--- src/rtl/btn_debouncer.sv ---
// ---------------------------------------------------------------------------
// btn_debouncer
//   Debounces one raw push-button/switch input. The raw level is first
//   brought into the clk domain by a two-flop synchronizer. A four-state
//   FSM then requires the synchronized level to stay stable for 2^N
//   cycles before it changes the debounced level. A single-cycle tick is
//   produced only on a qualified 0->1 transition. Each physical press
//   therefore gives exactly one tick, which makes the tick safe to use as
//   a FIFO read or write strobe.
//
// Parameters
//   N         stability counter width; input must be stable 2^N clk cycles
//
// Ports
//   clk       in   system clock, rising edge
//   reset     in   asynchronous, active-high reset
//   sw        in   raw, asynchronous, bouncing button/switch level
//   db_level  out  debounced level (registered)
//   db_tick   out  one-cycle pulse on each debounced 0->1 transition (registered)
// ---------------------------------------------------------------------------
module btn_debouncer #(
    parameter int N = 21
) (
    input  logic clk,
    input  logic reset,
    input  logic sw,
    output logic db_level,
    output logic db_tick
);

    typedef enum logic [1:0] {
        ZERO  = 2'd0,
        WAIT1 = 2'd1,
        ONE   = 2'd2,
        WAIT0 = 2'd3
    } state_t;

    localparam logic [N-1:0] Q_FULL = {N{1'b1}};
    localparam logic [N-1:0] Q_ZERO = {N{1'b0}};
    localparam logic [N-1:0] Q_ONE  = {{(N-1){1'b0}}, 1'b1};

    logic   sync0_r;
    logic   sync1_r;
    logic   sw_s;
    state_t state_r;
    state_t state_nxt_s;
    logic [N-1:0] q_r;
    logic [N-1:0] q_nxt_s;
    logic   level_nxt_s;
    logic   tick_nxt_s;
    logic   db_level_r;
    logic   db_tick_r;

    // Two-flop synchronizer for the asynchronous button level.
    always_ff @(posedge clk or posedge reset) begin
        if (reset) begin
            sync0_r <= 1'b0;
            sync1_r <= 1'b0;
        end else begin
            sync0_r <= sw;
            sync1_r <= sync0_r;
        end
    end

    assign sw_s = sync1_r;

    // State and stability counter registers.
    always_ff @(posedge clk or posedge reset) begin
        if (reset) begin
            state_r <= ZERO;
            q_r     <= Q_ZERO;
        end else begin
            state_r <= state_nxt_s;
            q_r     <= q_nxt_s;
        end
    end

    // Next-state and counter logic. A level change during a WAIT state
    // returns to the settled state, so the next qualification always
    // reloads the counter and starts again from the full interval.
    always_comb begin
        state_nxt_s = state_r;
        q_nxt_s     = q_r;
        case (state_r)
            ZERO: begin
                if (sw_s) begin
                    state_nxt_s = WAIT1;
                    q_nxt_s     = Q_FULL;
                end else begin
                    state_nxt_s = ZERO;
                end
            end
            WAIT1: begin
                if (!sw_s) begin
                    state_nxt_s = ZERO;
                end else if (q_r == Q_ZERO) begin
                    state_nxt_s = ONE;
                end else begin
                    q_nxt_s = q_r - Q_ONE;
                end
            end
            ONE: begin
                if (!sw_s) begin
                    state_nxt_s = WAIT0;
                    q_nxt_s     = Q_FULL;
                end else begin
                    state_nxt_s = ONE;
                end
            end
            WAIT0: begin
                if (sw_s) begin
                    state_nxt_s = ONE;
                end else if (q_r == Q_ZERO) begin
                    state_nxt_s = ZERO;
                end else begin
                    q_nxt_s = q_r - Q_ONE;
                end
            end
            default: begin
                state_nxt_s = ZERO;
                q_nxt_s     = Q_ZERO;
            end
        endcase
    end

    // Output decode from the upcoming state, so the registered outputs line
    // up with the state they describe. Only a WAIT1->ONE move is a press;
    // a bounce ending in WAIT0->ONE never ticks.
    always_comb begin
        level_nxt_s = 1'b0;
        tick_nxt_s  = 1'b0;
        if ((state_nxt_s == ONE) || (state_nxt_s == WAIT0)) begin
            level_nxt_s = 1'b1;
        end else begin
            level_nxt_s = 1'b0;
        end
        if ((state_r == WAIT1) && (state_nxt_s == ONE)) begin
            tick_nxt_s = 1'b1;
        end else begin
            tick_nxt_s = 1'b0;
        end
    end

    // Output registers.
    always_ff @(posedge clk or posedge reset) begin
        if (reset) begin
            db_level_r <= 1'b0;
            db_tick_r  <= 1'b0;
        end else begin
            db_level_r <= level_nxt_s;
            db_tick_r  <= tick_nxt_s;
        end
    end

    assign db_level = db_level_r;
    assign db_tick  = db_tick_r;

endmodule

--- config.mk ---
export PLATFORM = sky130hd
export DESIGN_NAME = btn_debouncer
export DESIGN_NICKNAME = d
export VERILOG_FILES = /design/src/rtl/btn_debouncer.sv
export SDC_FILE = /design/constraint.sdc
export NUM_CORES = 1
export LEC_CHECK = 0
export BUFFER_PORTS_ARGS = -buffer_cell sky130_fd_sc_hd__buf_2
export CORE_MARGIN = 2
export CORE_UTILIZATION = 65
export DETAILED_ROUTE_END_ITERATION = 10
export GPL_TIMING_DRIVEN = 0
export PLACE_DENSITY = 0.83
export SLEW_MARGIN = 20
export SYNTH_ARGS = -nofsm -noshare
export SYNTH_HDL_FRONTEND = slang
export SYNTH_SLANG_ARGS = --single-unit
--- constraint.sdc ---
create_clock -name clk -period 3.6 [get_ports clk]
set_input_delay 0 -clock clk [delete_from_list [all_inputs] [get_ports clk]]
set_output_delay 0 -clock clk [all_outputs]
set_load 0.05 [all_outputs]
# ---- After elaboration in Yosys (flattened, before gate mapping)
# Index checks and enable logic that the tools add are counted.
dict set report op_classes {
  n_mux 15
  n_reduce_logical 5
  n_eq_ne 9
  addsub 1
}
# cell n
set op_table {}
lappend op_table {{21-bit 2-to-1 mux} 5}
lappend op_table {{21-bit one-hot mux with 4 select lines} 1}
lappend op_table {{21-bit zero test} 1}
lappend op_table {{21-bit by 1-bit subtractor with 21-bit output, second input constant} 1}
lappend op_table {{2-bit == test, second input constant} 4}
lappend op_table {{2-bit 2-to-1 mux} 4}
lappend op_table {{2-bit != test, second input constant} 4}
lappend op_table {{2-bit one-hot mux with 4 select lines} 1}
lappend op_table {{1-bit 2-to-1 mux} 4}
lappend op_table {{4-bit AND reduction} 1}
lappend op_table {{2-bit by 1-bit == test with 1-bit output, second input constant} 1}
lappend op_table {{2-bit zero test} 1}
lappend op_table {{1-bit logical AND} 1}
lappend op_table {{1-bit logical OR} 1}
dict set report totals {
  out_inout_bits 2
  register_bits 27
  inputBits 3
}

# ---- Logic depth before layout (Yosys ltp)
# Gate-level depths: netlist (run 1).
dict set report depth {
  word_depth 7
  depth_mapped 8
  ltp_nobuf 7
}

# ---- Worst setup path after synthesis (run 1)
# OpenSTA, ideal clock, no wires.
dict set report synth_path {
  path_type {flip-flop to flip-flop}
  startpoint {register q_r[12]}
  endpoint {register db_level_r (netlist: db_level)}
  setup_slack_ns 1.260
  synth_period_minus_slack_ns 2.340
  arrival_ns 2.215
  path_stages_with_launch 8
  required_ns 3.475
  setup_time_ns 0.125
  path_cell_list {dfrtp_1 buf_6 or4_1 buf_2 nor4_4 and2_1 buf_6 mux2_2}
}
dict set report synth_between {
  elab_chain_len 7
  elab_cells_between_ends 10
}
# item line_no
set synth_rtl {}
lappend synth_rtl {{start: declaration} 47} ;# logic [N-1:0] q_r;
lappend synth_rtl {{start signal: assignment} 74} ;# q_r <= q_nxt_s;
lappend synth_rtl {{21-bit zero test (*)} {96, 113}}
lappend synth_rtl {{2-bit 2-to-1 mux (on tied branches)} {113, 96}}
lappend synth_rtl {{2-bit 2-to-1 mux (on tied branches)} {111, 94}}
lappend synth_rtl {{2-bit one-hot mux with 4 select lines (*)} 84} ;# case (state_r)
lappend synth_rtl {{2-bit == test} 132} ;# if ((state_nxt_s == ONE) || (state_nxt_s == WAIT0)) begin
lappend synth_rtl {{1-bit logical OR (*)} 132}
lappend synth_rtl {{1-bit 2-to-1 mux (*)} 132}
lappend synth_rtl {{via level_nxt_s} 49} ;# logic level_nxt_s;
lappend synth_rtl {{end signal: assignment} 150} ;# db_level_r <= level_nxt_s;
lappend synth_rtl {{end: declaration} 51} ;# logic db_level_r;
# The timed path passes the listed nets; every way through them passes the cells marked *.
# A chain may end at the register's enable or synchronous reset.

# ---- Worst setup path after layout (run 1)
dict set report layout_path {
  startpoint {register q_r[12]}
  endpoint {register q_r[16]}
}
dict set report layout_between {
  elab_chain_len 4
  elab_cells_between_ends 6
}
# item line_no
set layout_rtl {}
lappend layout_rtl {{21-bit by 1-bit subtractor with 21-bit output or 21-bit zero test (tied branches)} -}
lappend layout_rtl {{21-bit 2-to-1 mux (*)} {96, 113}}
lappend layout_rtl {{21-bit 2-to-1 mux (on tied branches)} {111, 94}}
lappend layout_rtl {{21-bit one-hot mux with 4 select lines (*)} 84}
# Mark *: on every way between the ends. The rest lies on a longest branch, timed or not. The select of a mux whose other input is x is not followed.

==> metrics.yaml, run 1 <==
status: "finished, final reports clean"
cts.sinks: 27
routed_wl_um: 3340
crit_start: "q_r[12]"
crit_family: "simple AND/OR/NAND/NOR gates"
path_clk_slew_ns: 0.14
rsz0062_at_grt: "false"
io_pins: 5
initial_core_util_pct: 69.0
overflow: 0
vias: 1313
port_buffers: 4
grt_max_degree: 28
grt_pass1_wl_um: 5570
hold_viol: 0
rr_startpoint: "q_r[12]"
antenna-diode-count: 0
finalMaxSlewViolations: 0
area_delta_synth_final_pct: 6.58
cts_tree: "yes"
clock_latency_ns: 0.32
max_slew_margin_pct: 37.3
htree_num_levels: 1
cp_max_fo: 10
post-cts-setup-buffer-count: 0
drt_first_iter_violations: 40
antenna_found_initial: 0
die_y_um: 52.7
die_w_um: 52.7
max_freq_ghz: 0.364
fin_worst_skew_ns: 0.00603
fillCellCount: 162
cpPeakStageDelay_ns: 0.59
crit_path_start_kind: "flop"
synth_top_family_by_area: "simple AND/OR/NAND/NOR gates"
clockBufferDepth: 2
grt_pass1_vias: 1205
drc: 0
syn_area_um2: 1540
fp.dieArea_um2: 2780
synth-seq-cells: 27
synth_xor_area_share_pct: 1.14
grt_use_total_pct: 27.7
placed_cells: 191
powerDensity_nw_per_um2: 338
root_buffer: "clkbuf_4"
crit_buf_inv: 2
finalInstanceArea_um2: 1640
synth_compound_area_share_pct: 21.9
fin_nets: 174
vias_per_cell: 6.66
dp_hpwl_um: 2270
stdcell_count: 197
yosys.area_share.adder_pct: 0.812
synth-simple-area-share_pct: 24.4
syn-num-nets: 163
post-route-min-period_ns: 2.75
cap_violations: 0
cts_buffers: 3
crit_type: "flop to flop"
crit_chain: "buf_6 -> or4_1 -> buf_2 -> nor4_4 -> a21oi_1 -> a21oi_1 -> a41oi_1"
required_ns: 3.78
syn_avg_cell_area_um2: 9.69
worst_pin_slew_ns: 0.941
core_um2: 2230
wl_per_cell_um: 17.0
drtPass1Iterations: 4
end_kind: "flop"
muxShareOfSynthArea_pct: 2.76
yosysSeqAreaShare_pct: 43.9
setup_viol: 0
timing.critical_path.mode_cell: "a21oi_1"
gpl.final_weighted_congestion: 0.815
synthCells: 159
place_area_um2: 1600
synth_cell_types: 52
vdd_ir_drop_max_v: 0.000264
ys.flop_type: "dfrtp_1"
final_common_cell: "dfrtp_1"
ant_nets: 0
layout_common_cells: "dfrtp_1, nor2_1, a21oi_1"
async_flop_share_pct: 100
num_rows: 17
p_leak_nw: 0.602
critPathSlowestCell: "nor4_4"
power_uw: 554
yosys_warnings: 0
fin_crit_sh_pct: 76.4
synth_edf_count: 0
hold_class: "input port to asynchronous set/reset pin"
drive_gt1_share_pct: 14.2
fin_tns_setup_ns: 0
cp_data_arrival_time_ns: 2.93
cells in the mapped netlist (2+ instances only):
cell      instances  area, µm²
nor3_1            5       25.0
nor4_1            3       18.8
nor4_4            2       42.5
mux2_2            2       22.5
a21oi_1          12       60.1
buf_6             2       22.5
nand2_1          10       37.5
o21a_1            2       15.0
buf_2             3       15.0
mux2i_1           2       20.0
nor2_1           19       71.3
inv_1             6       22.5
nand2b_1          4       25.0
a211oi_1          2       15.0
clkbuf_1          5       18.8
o31ai_1           3       22.5
a41oi_1           4       35.0
nand3_1           2       10.0
dfrtp_1          27        676
a31oi_1           7       43.8
or4_1             6       45.0
cells by family after synthesis:
kind of cell,count (synthesis)
flops,27
fa+ha+maj,1
xor+xnor,2
simple gates,63
buf+inv,16
compound gates,46
mux,4
registers in the layout, summed over array words and instances (netlist names):
register / cells
sw_s: 1
sync0_r: 1
db_tick: 1
q_r: 21
db_level: 1
state_r: 2
through the flow:
stage / hold WS, ns / utilization (%) / setup slack [ns]
final: 0.258 / 73.5 / 0.849
after global routing: 0.295 / 73.5 / 0.763
after CTS: 0.302 / 73.5 / 0.914
after detailed placement: 0.110 / 71.4 / 0.944
after global placement: 0.110 / 71.4 / 1.05
after floorplan: 0.0314 / - / 1.26
worst reg2reg max path, cell delays in order (launching register included):
cell	delay [ns]
dfrtp_1	0.40
buf_6	0.13
or4_1	0.50
buf_2	0.18
nor4_4	0.59
a21oi_1	0.45
a21oi_1	0.28
a41oi_1	0.08
power breakdown:
| part | leakage, nW | switching (mW) | internal (mW) |
|---|---|---|---|
| clock network | 0.0150 | 0.0872 | 0.0434 |
| registers | 0.273 | 0.0234 | 0.324 |
| logic | 0.314 | 0.0464 | 0.0300 |
| total | 0.602 | 0.157 | 0.397 |
worst paths after layout:
path / end / slack (ns) / depth (start not counted)
setup reg to reg: q_r[16] / 0.85 / 7
setup / recovery: q_r[16] / 0.85 / 7
min in group clk: sync0_r / 0.31 / 2
hold / removal: state_r[0] / 0.26 / 3
max in group asynchronous: q_r[10] / 2.97 / 3
hold reg to reg: sw_s / 0.37 / 0
metal layers:
layer,part of all wire (%),track usage (%)
met5,0,0
met4,1.1,8.97
met3,5.1,2.57
met2,50,48.8
met1,43,35.6
timing repair:
item	4_1_cts	5_1_grt
endpoints found under the hold margin	28	0
hold buffers	2	0
endpoints found under the setup margin	0	0
gates resized for setup	0	0
layout make-up:
| type | instances | area (µm²) | share of cell area, % |
|---|---|---|---|
| timing repair buffer | 6 | 40.0 | 2.44 |
| clock buffer | 4 | 26.3 | 1.60 |
| multi-input combinational | 116 | 786 | 47.9 |
| inverter | 6 | 22.5 | 1.37 |
| tap | 28 | 35.0 | 2.13 |
| buffer | 10 | 56.3 | 3.43 |
| sequential | 27 | 676 | 41.2 |
(Power assumes the default switching activity.)
==> run 2, diff against run 1 <==
CORE_UTILIZATION = 60   (was 65)
PLACE_DENSITY = 0.77   (was 0.83)
clock period = 2.8 ns   (was 3.6 ns; I/O delays follow)
==> metrics.yaml, run 2 (synthesis results as in run 1) <==
largestRegisters: "q_r: 21 flops, state_r: 2 flops"
vdd_ir_drop_max_v: 0.000362  # +37%
rrSetupSlack_ns: 0.20  # -0.65 ns
fin_nets: 174  # unchanged
fp.dieArea_um2: 2990  # +7.7%
fin_tns_setup_ns: 0  # unchanged
post-route-min-period_ns: 2.60  # -0.147 ns
clock_latency_ns: 0.32  # about the same
grt_pass1_vias: 1131  # -6.1%
area_delta_synth_final_pct: 6.82
htree_num_levels: 1  # unchanged
path_clk_slew_ns: 0.15  # about the same
p_sw_uw: 203  # +29%
setup_viol: 0  # unchanged
p_comb_share_pct: 13.4  # -0.4 points
cap_violations: 0  # unchanged
cts_tree: "yes"
antenna_found_initial: 0  # unchanged
fin_worst_skew_ns: 0.00524  # -0.000796 ns
die_y_um: 54.7  # +3.8%
swShare_pct: 28.5  # +0.18 points
fin_crit_sh_pct: 93.0  # +17 points
cp_max_fo: 10  # unchanged
antenna-diode-count: 0  # unchanged
max_freq_ghz: 0.384  # +5.6%
grt_use_total_pct: 23.7  # -4.0 points
crit_path_start_kind: "flop"
cp_data_arrival_time_ns: 2.80  # -0.13 ns
p_leak_nw: 0.605  # +0.45%
layout_common_cells: "dfrtp_1, nor2_1, a21oi_1"
required_ns: 3.00  # -0.78 ns
clockBufferDepth: 2  # unchanged
grt_max_degree: 28  # unchanged
crit_family: "simple AND/OR/NAND/NOR gates"
finalMaxSlewViolations: 0  # unchanged
critPathSlowestCell: "nor4_4"
max_slew_margin_pct: 45.7  # +8.4 points
drt_first_iter_violations: 46  # +15%
die_w_um: 54.7  # +3.8%
initial_core_util_pct: 62.7  # -6.2 points
drive_gt1_share_pct: 14.8  # +0.59 points
hold_viol: 0  # unchanged
cts.sinks: 27  # unchanged
ant_nets: 0  # unchanged
internal_power_uw: 508  # +28%
root_buffer: "clkbuf_4"
cpPeakStageDelay_ns: 0.58  # about the same
timing.critical_path.mode_cell: "a21oi_1"
routed_wl_um: 3120  # -6.8%
rsz0062_at_grt: "false"
end_kind: "flop"
status: "finished, final reports clean"
num_rows: 18  # +1
ctsResizeCount: 0  # unchanged
gpl.final_weighted_congestion: 0.812  # -0.40%
powerDensity_nw_per_um2: 432  # +28%
io_pins: 5  # unchanged
worst_pin_slew_ns: 0.809  # -0.132 ns
vias_per_cell: 6.37  # -4.4%
clockPowerShare_pct: 23.8  # +0.2 points
wl_per_cell_um: 15.7  # -7.8%
core_um2: 2450  # +9.9%
crit_type: "flop to flop"
hold_class: "input port to asynchronous set/reset pin"
top_register: "q_r"
port_buffers: 4  # unchanged
final_common_cell: "dfrtp_1"
drc: 0  # unchanged
vias: 1268  # -3.4%
dp_hpwl_um: 2150  # -5.5%
largest_reg_flops: 21  # unchanged
overflow: 0  # unchanged
crit_chain: "buf_6 -> or4_1 -> buf_2 -> nor4_4 -> a21oi_1 -> a21oi_1 -> a41oi_1"
cts_buffers: 3  # unchanged
drtPass1Iterations: 4  # unchanged
crit_buf_inv: 2  # unchanged
power_uw: 711  # +28%
grt_pass1_wl_um: 5060  # -9.1%
fillCellCount: 192  # +19%
pwr-share-seq_pct: 62.9  # +0.2 points
## run 2: cell types whose count changed in the layout (fill, tap and decap cells not counted)
cell,before,now
clkbuf_1,6,5
clkinv_2,0,1
## run 2: stage by stage
stage | util [%] | area, µm² | setup WS (ns) | hold WS, ns | instances
2_1_floorplan | - | 1540 | 0.460 | 0.0314 | 159
3_3_place_gp | 65.1 | 1600 | 0.242 | 0.110 | 193
3_5_place_dp | 65.1 | 1600 | 0.213 | 0.109 | 193
4_1_cts | 67.0 | 1650 | 0.204 | 0.295 | 199
5_1_grt | 67.0 | 1650 | 0.0367 | 0.284 | 199
6_report | 67.0 | 1650 | 0.196 | 0.249 | 199
## run 2: path summary, 6_finish.rpt
kind | from | to | depth (start not counted)
hold / removal | reset | db_tick | 3
min in group clk | sw | sync0_r | 2
setup reg to reg | q_r[12] | q_r[6] | 7
max in group asynchronous | reset | q_r[2] | 3
setup / recovery | q_r[12] | q_r[6] | 7
hold reg to reg | sync0_r | sw_s | 0
## run 2: worst reg2reg max path: cells and delay by family, from the launching register on
kind / cells / cell delay (ns)
AOI/OAI and AO/OA: 3 / 0.69
DFF: 1 / 0.40
buffers and inverters: 2 / 0.31
and+or+nand+nor: 2 / 1.08
## run 2: area by class of cell
class / instances / area [µm²] / share of cell area, %
multi-input combinational: 116 / 786 / 47.8
sequential: 27 / 676 / 41.1
buffer: 10 / 56.3 / 3.42
timing repair buffer: 6 / 40.0 / 2.43
tap: 30 / 37.5 / 2.28
clock buffer: 3 / 22.5 / 1.37
inverter: 6 / 22.5 / 1.37
clock inverter: 1 / 5.00 / 0.304
## run 2: power groups by stage
stage | registers (mW) | logic, mW | clock network [mW]
floorplan | 0.446 | 0.0752 | 0
global placement | 0.451 | 0.0901 | 0
detailed placement | 0.453 | 0.0932 | 0
CTS | 0.446 | 0.0954 | 0.176
global route | 0.451 | 0.106 | 0.191
finish | 0.447 | 0.0950 | 0.169
## run 2: layer usage
metal | vias to the layer above | share of wire [%] | GRT usage [%] | wire length, µm
met5 | - | 0 | 0 | 0
met4 | 0 | 0.42 | 7.50 | 13
met3 | 2 | 3.8 | 2.73 | 118
met2 | 32 | 51 | 40.7 | 1590
met1 | 609 | 45 | 30.9 | 1400
li1 | 625 | - | - | -
## run 2: timing repair
action	4_1_cts	5_1_grt
setup buffers	0	0
hold buffers	2	0
endpoints found under the hold margin	28	0
==> run 3, diff against run 2 <==
PLACE_DENSITY = default   (was 0.77)
PLACE_DENSITY_LB_ADDON = 0.2   (was default)
clock period = 2.7 ns   (was 2.8 ns; I/O delays follow)
==> metrics.yaml, run 3 (synthesis results as in run 1) <==
htree_num_levels: 1  # unchanged
stdcell_count: 199  # unchanged
vias_per_cell: 6.47  # +1.6%
finalMaxSlewViolations: 0  # unchanged
setup_viol: 0  # unchanged
fp.dieArea_um2: 2990  # unchanged
power_uw: 745  # +4.8%
layout_common_cells: "dfrtp_1, nor2_1, a21oi_1"
grt.met2_usage_pct: 43.1  # +2.4 points
max_freq_ghz: 0.387  # +0.87%
fin_nets: 174  # unchanged
path_clk_slew_ns: 0.15  # about the same
grt_use_total_pct: 26.5  # +2.8 points
vias: 1288  # +1.6%
routed_wl_um: 3320  # +6.6%
gr-usage-met1_pct: 34.4  # +3.5 points
antenna-diode-count: 0  # unchanged
clockBufferDepth: 2  # unchanged
core_um2: 2450  # unchanged
drtPass1Iterations: 4  # unchanged
critPathSlowestCell: "or4_1"
hold_viol: 0  # unchanged
end_kind: "flop"
max_slew_margin_pct: 37.8  # -7.9 points
largestRegisters: "q_r: 21 flops, state_r: 2 flops"
placed_cells: 193  # unchanged
powerDensity_nw_per_um2: 452  # +4.6%
p_leak_nw: 0.602  # -0.45%
crit_chain: "buf_2 -> or4_1 -> buf_2 -> or4_1 -> nor3b_1 -> a41oi_1 -> o21a_1"
top_usage_layer: "met2"
initial_core_util_pct: 62.7  # unchanged
antenna_found_initial: 0  # unchanged
worst_pin_slew_ns: 0.927  # +0.118 ns
die_w_um: 54.7  # unchanged
drt_first_iter_violations: 36  # -22%
crit_path_start_kind: "flop"
die_y_um: 54.7  # unchanged
final_common_cell: "dfrtp_1"
clock_latency_ns: 0.34  # +0.02 ns
required_ns: 2.95  # -0.05 ns
cp_data_arrival_time_ns: 2.83  # +0.03 ns
cap_violations: 0  # unchanged
fin_worst_skew_ns: 0.00453  # -0.000703 ns
root_buffer: "clkbuf_4"
post-cts-setup-buffer-count: 0  # unchanged
fin_crit_sh_pct: 95.6  # +2.6 points
io_pins: 5  # unchanged
hold_class: "input port to asynchronous set/reset pin"
area_delta_synth_final_pct: 6.99
ant_nets: 0  # unchanged
top_register: "q_r"
port_buffers: 4  # unchanged
drc: 0  # unchanged
use_met3_pct: 2.46  # -0.27 points
cpPeakStageDelay_ns: 0.50  # -0.08 ns
wl_per_cell_um: 16.7  # +6.6%
post-route-min-period_ns: 2.58  # -0.0224 ns
cp_max_fo: 8  # -2
vdd_ir_drop_max_v: 0.000348  # -3.7%
status: "finished, final reports clean"
dp_hpwl_um: 2280  # +6.2%
fin_tns_setup_ns: 0  # unchanged
num_rows: 18  # unchanged
grt_pass1_wl_um: 5610  # +11%
drive_gt1_share_pct: 14.8  # unchanged
largest_reg_flops: 21  # unchanged
rsz0062_at_grt: "false"
cts.sinks: 27  # unchanged
grt_max_degree: 28  # unchanged
gpl.final_weighted_congestion: 0.793  # -2.3%
crit_type: "flop to flop"
cts_buffers: 3  # unchanged
grt_pass1_vias: 1238  # +9.5%
cts_tree: "yes"
overflow: 0  # unchanged
[run 3: cell types whose count changed in the layout (fill, tap and decap cells not counted)]
| cell | change |
|---|---|
| a21oi_1 | -1 |
| a21oi_2 | +1 |
| clkbuf_1 | +1 |
| clkinv_2 | -1 |
[run 3: per-layer routing]
metal,wire [µm],up-vias
li1,-,622
met1,1470,617
met2,1600,40
met3,159,9
met4,95,0
met5,0,-
[run 3: metrics by stage]
stage	setup slack [ns]	instance area [µm²]	util, %	hold WS (ns)
after CTS	0.0904	1640	67.0	0.285
final	0.119	1650	67.1	0.239
after global placement	0.156	1600	65.1	0.110
after global routing	0.0206	1650	67.1	0.285
after floorplan	0.360	1540	-	0.0314
after detailed placement	0.115	1600	65.1	0.110
[run 3: final timing paths]
path,start,to,slack (ns),cells after the start
worst min-delay path,reset,q_r[19],0.24,3
worst max-delay path,q_r[4],q_r[14],0.12,7
min in group clk,sw,sync0_r,0.29,2
max in group asynchronous,reset,q_r[13],2.08,3
worst min register to register,sync0_r,sw_s,0.37,0
worst max register to register,q_r[4],q_r[14],0.12,7
[run 3: where the power goes]
part           total (mW)  internal, mW  switching, mW
combinational      0.0994        0.0400         0.0594
sequential          0.463         0.432         0.0312
clock               0.183        0.0581          0.124
total               0.745         0.530          0.215
[run 3: worst max-delay path: cells and delay by family (launching register included)]
kind / cells / cell delay [ns]
buffers and inverters: 2 / 0.34
flip-flops: 1 / 0.38
AND/OR/NAND/NOR: 3 / 1.43
AO/OA/AOI/OAI: 2 / 0.34
[run 3: what timing repair did]
action,4_1_cts,5_1_grt
endpoints found under the hold margin,28,0
hold buffers,2,0
setup endpoints to repair,0,8
resized for setup,0,1
[run 3: final cells by class]
cell class / instances / area (µm²)
tap: 30 / 37.5
sequential: 27 / 676
buffer: 10 / 56.3
inverter: 6 / 22.5
clock buffer: 4 / 26.3
fill: 186 / 807
multi-input combinational: 116 / 790
timing repair buffer: 6 / 40.0
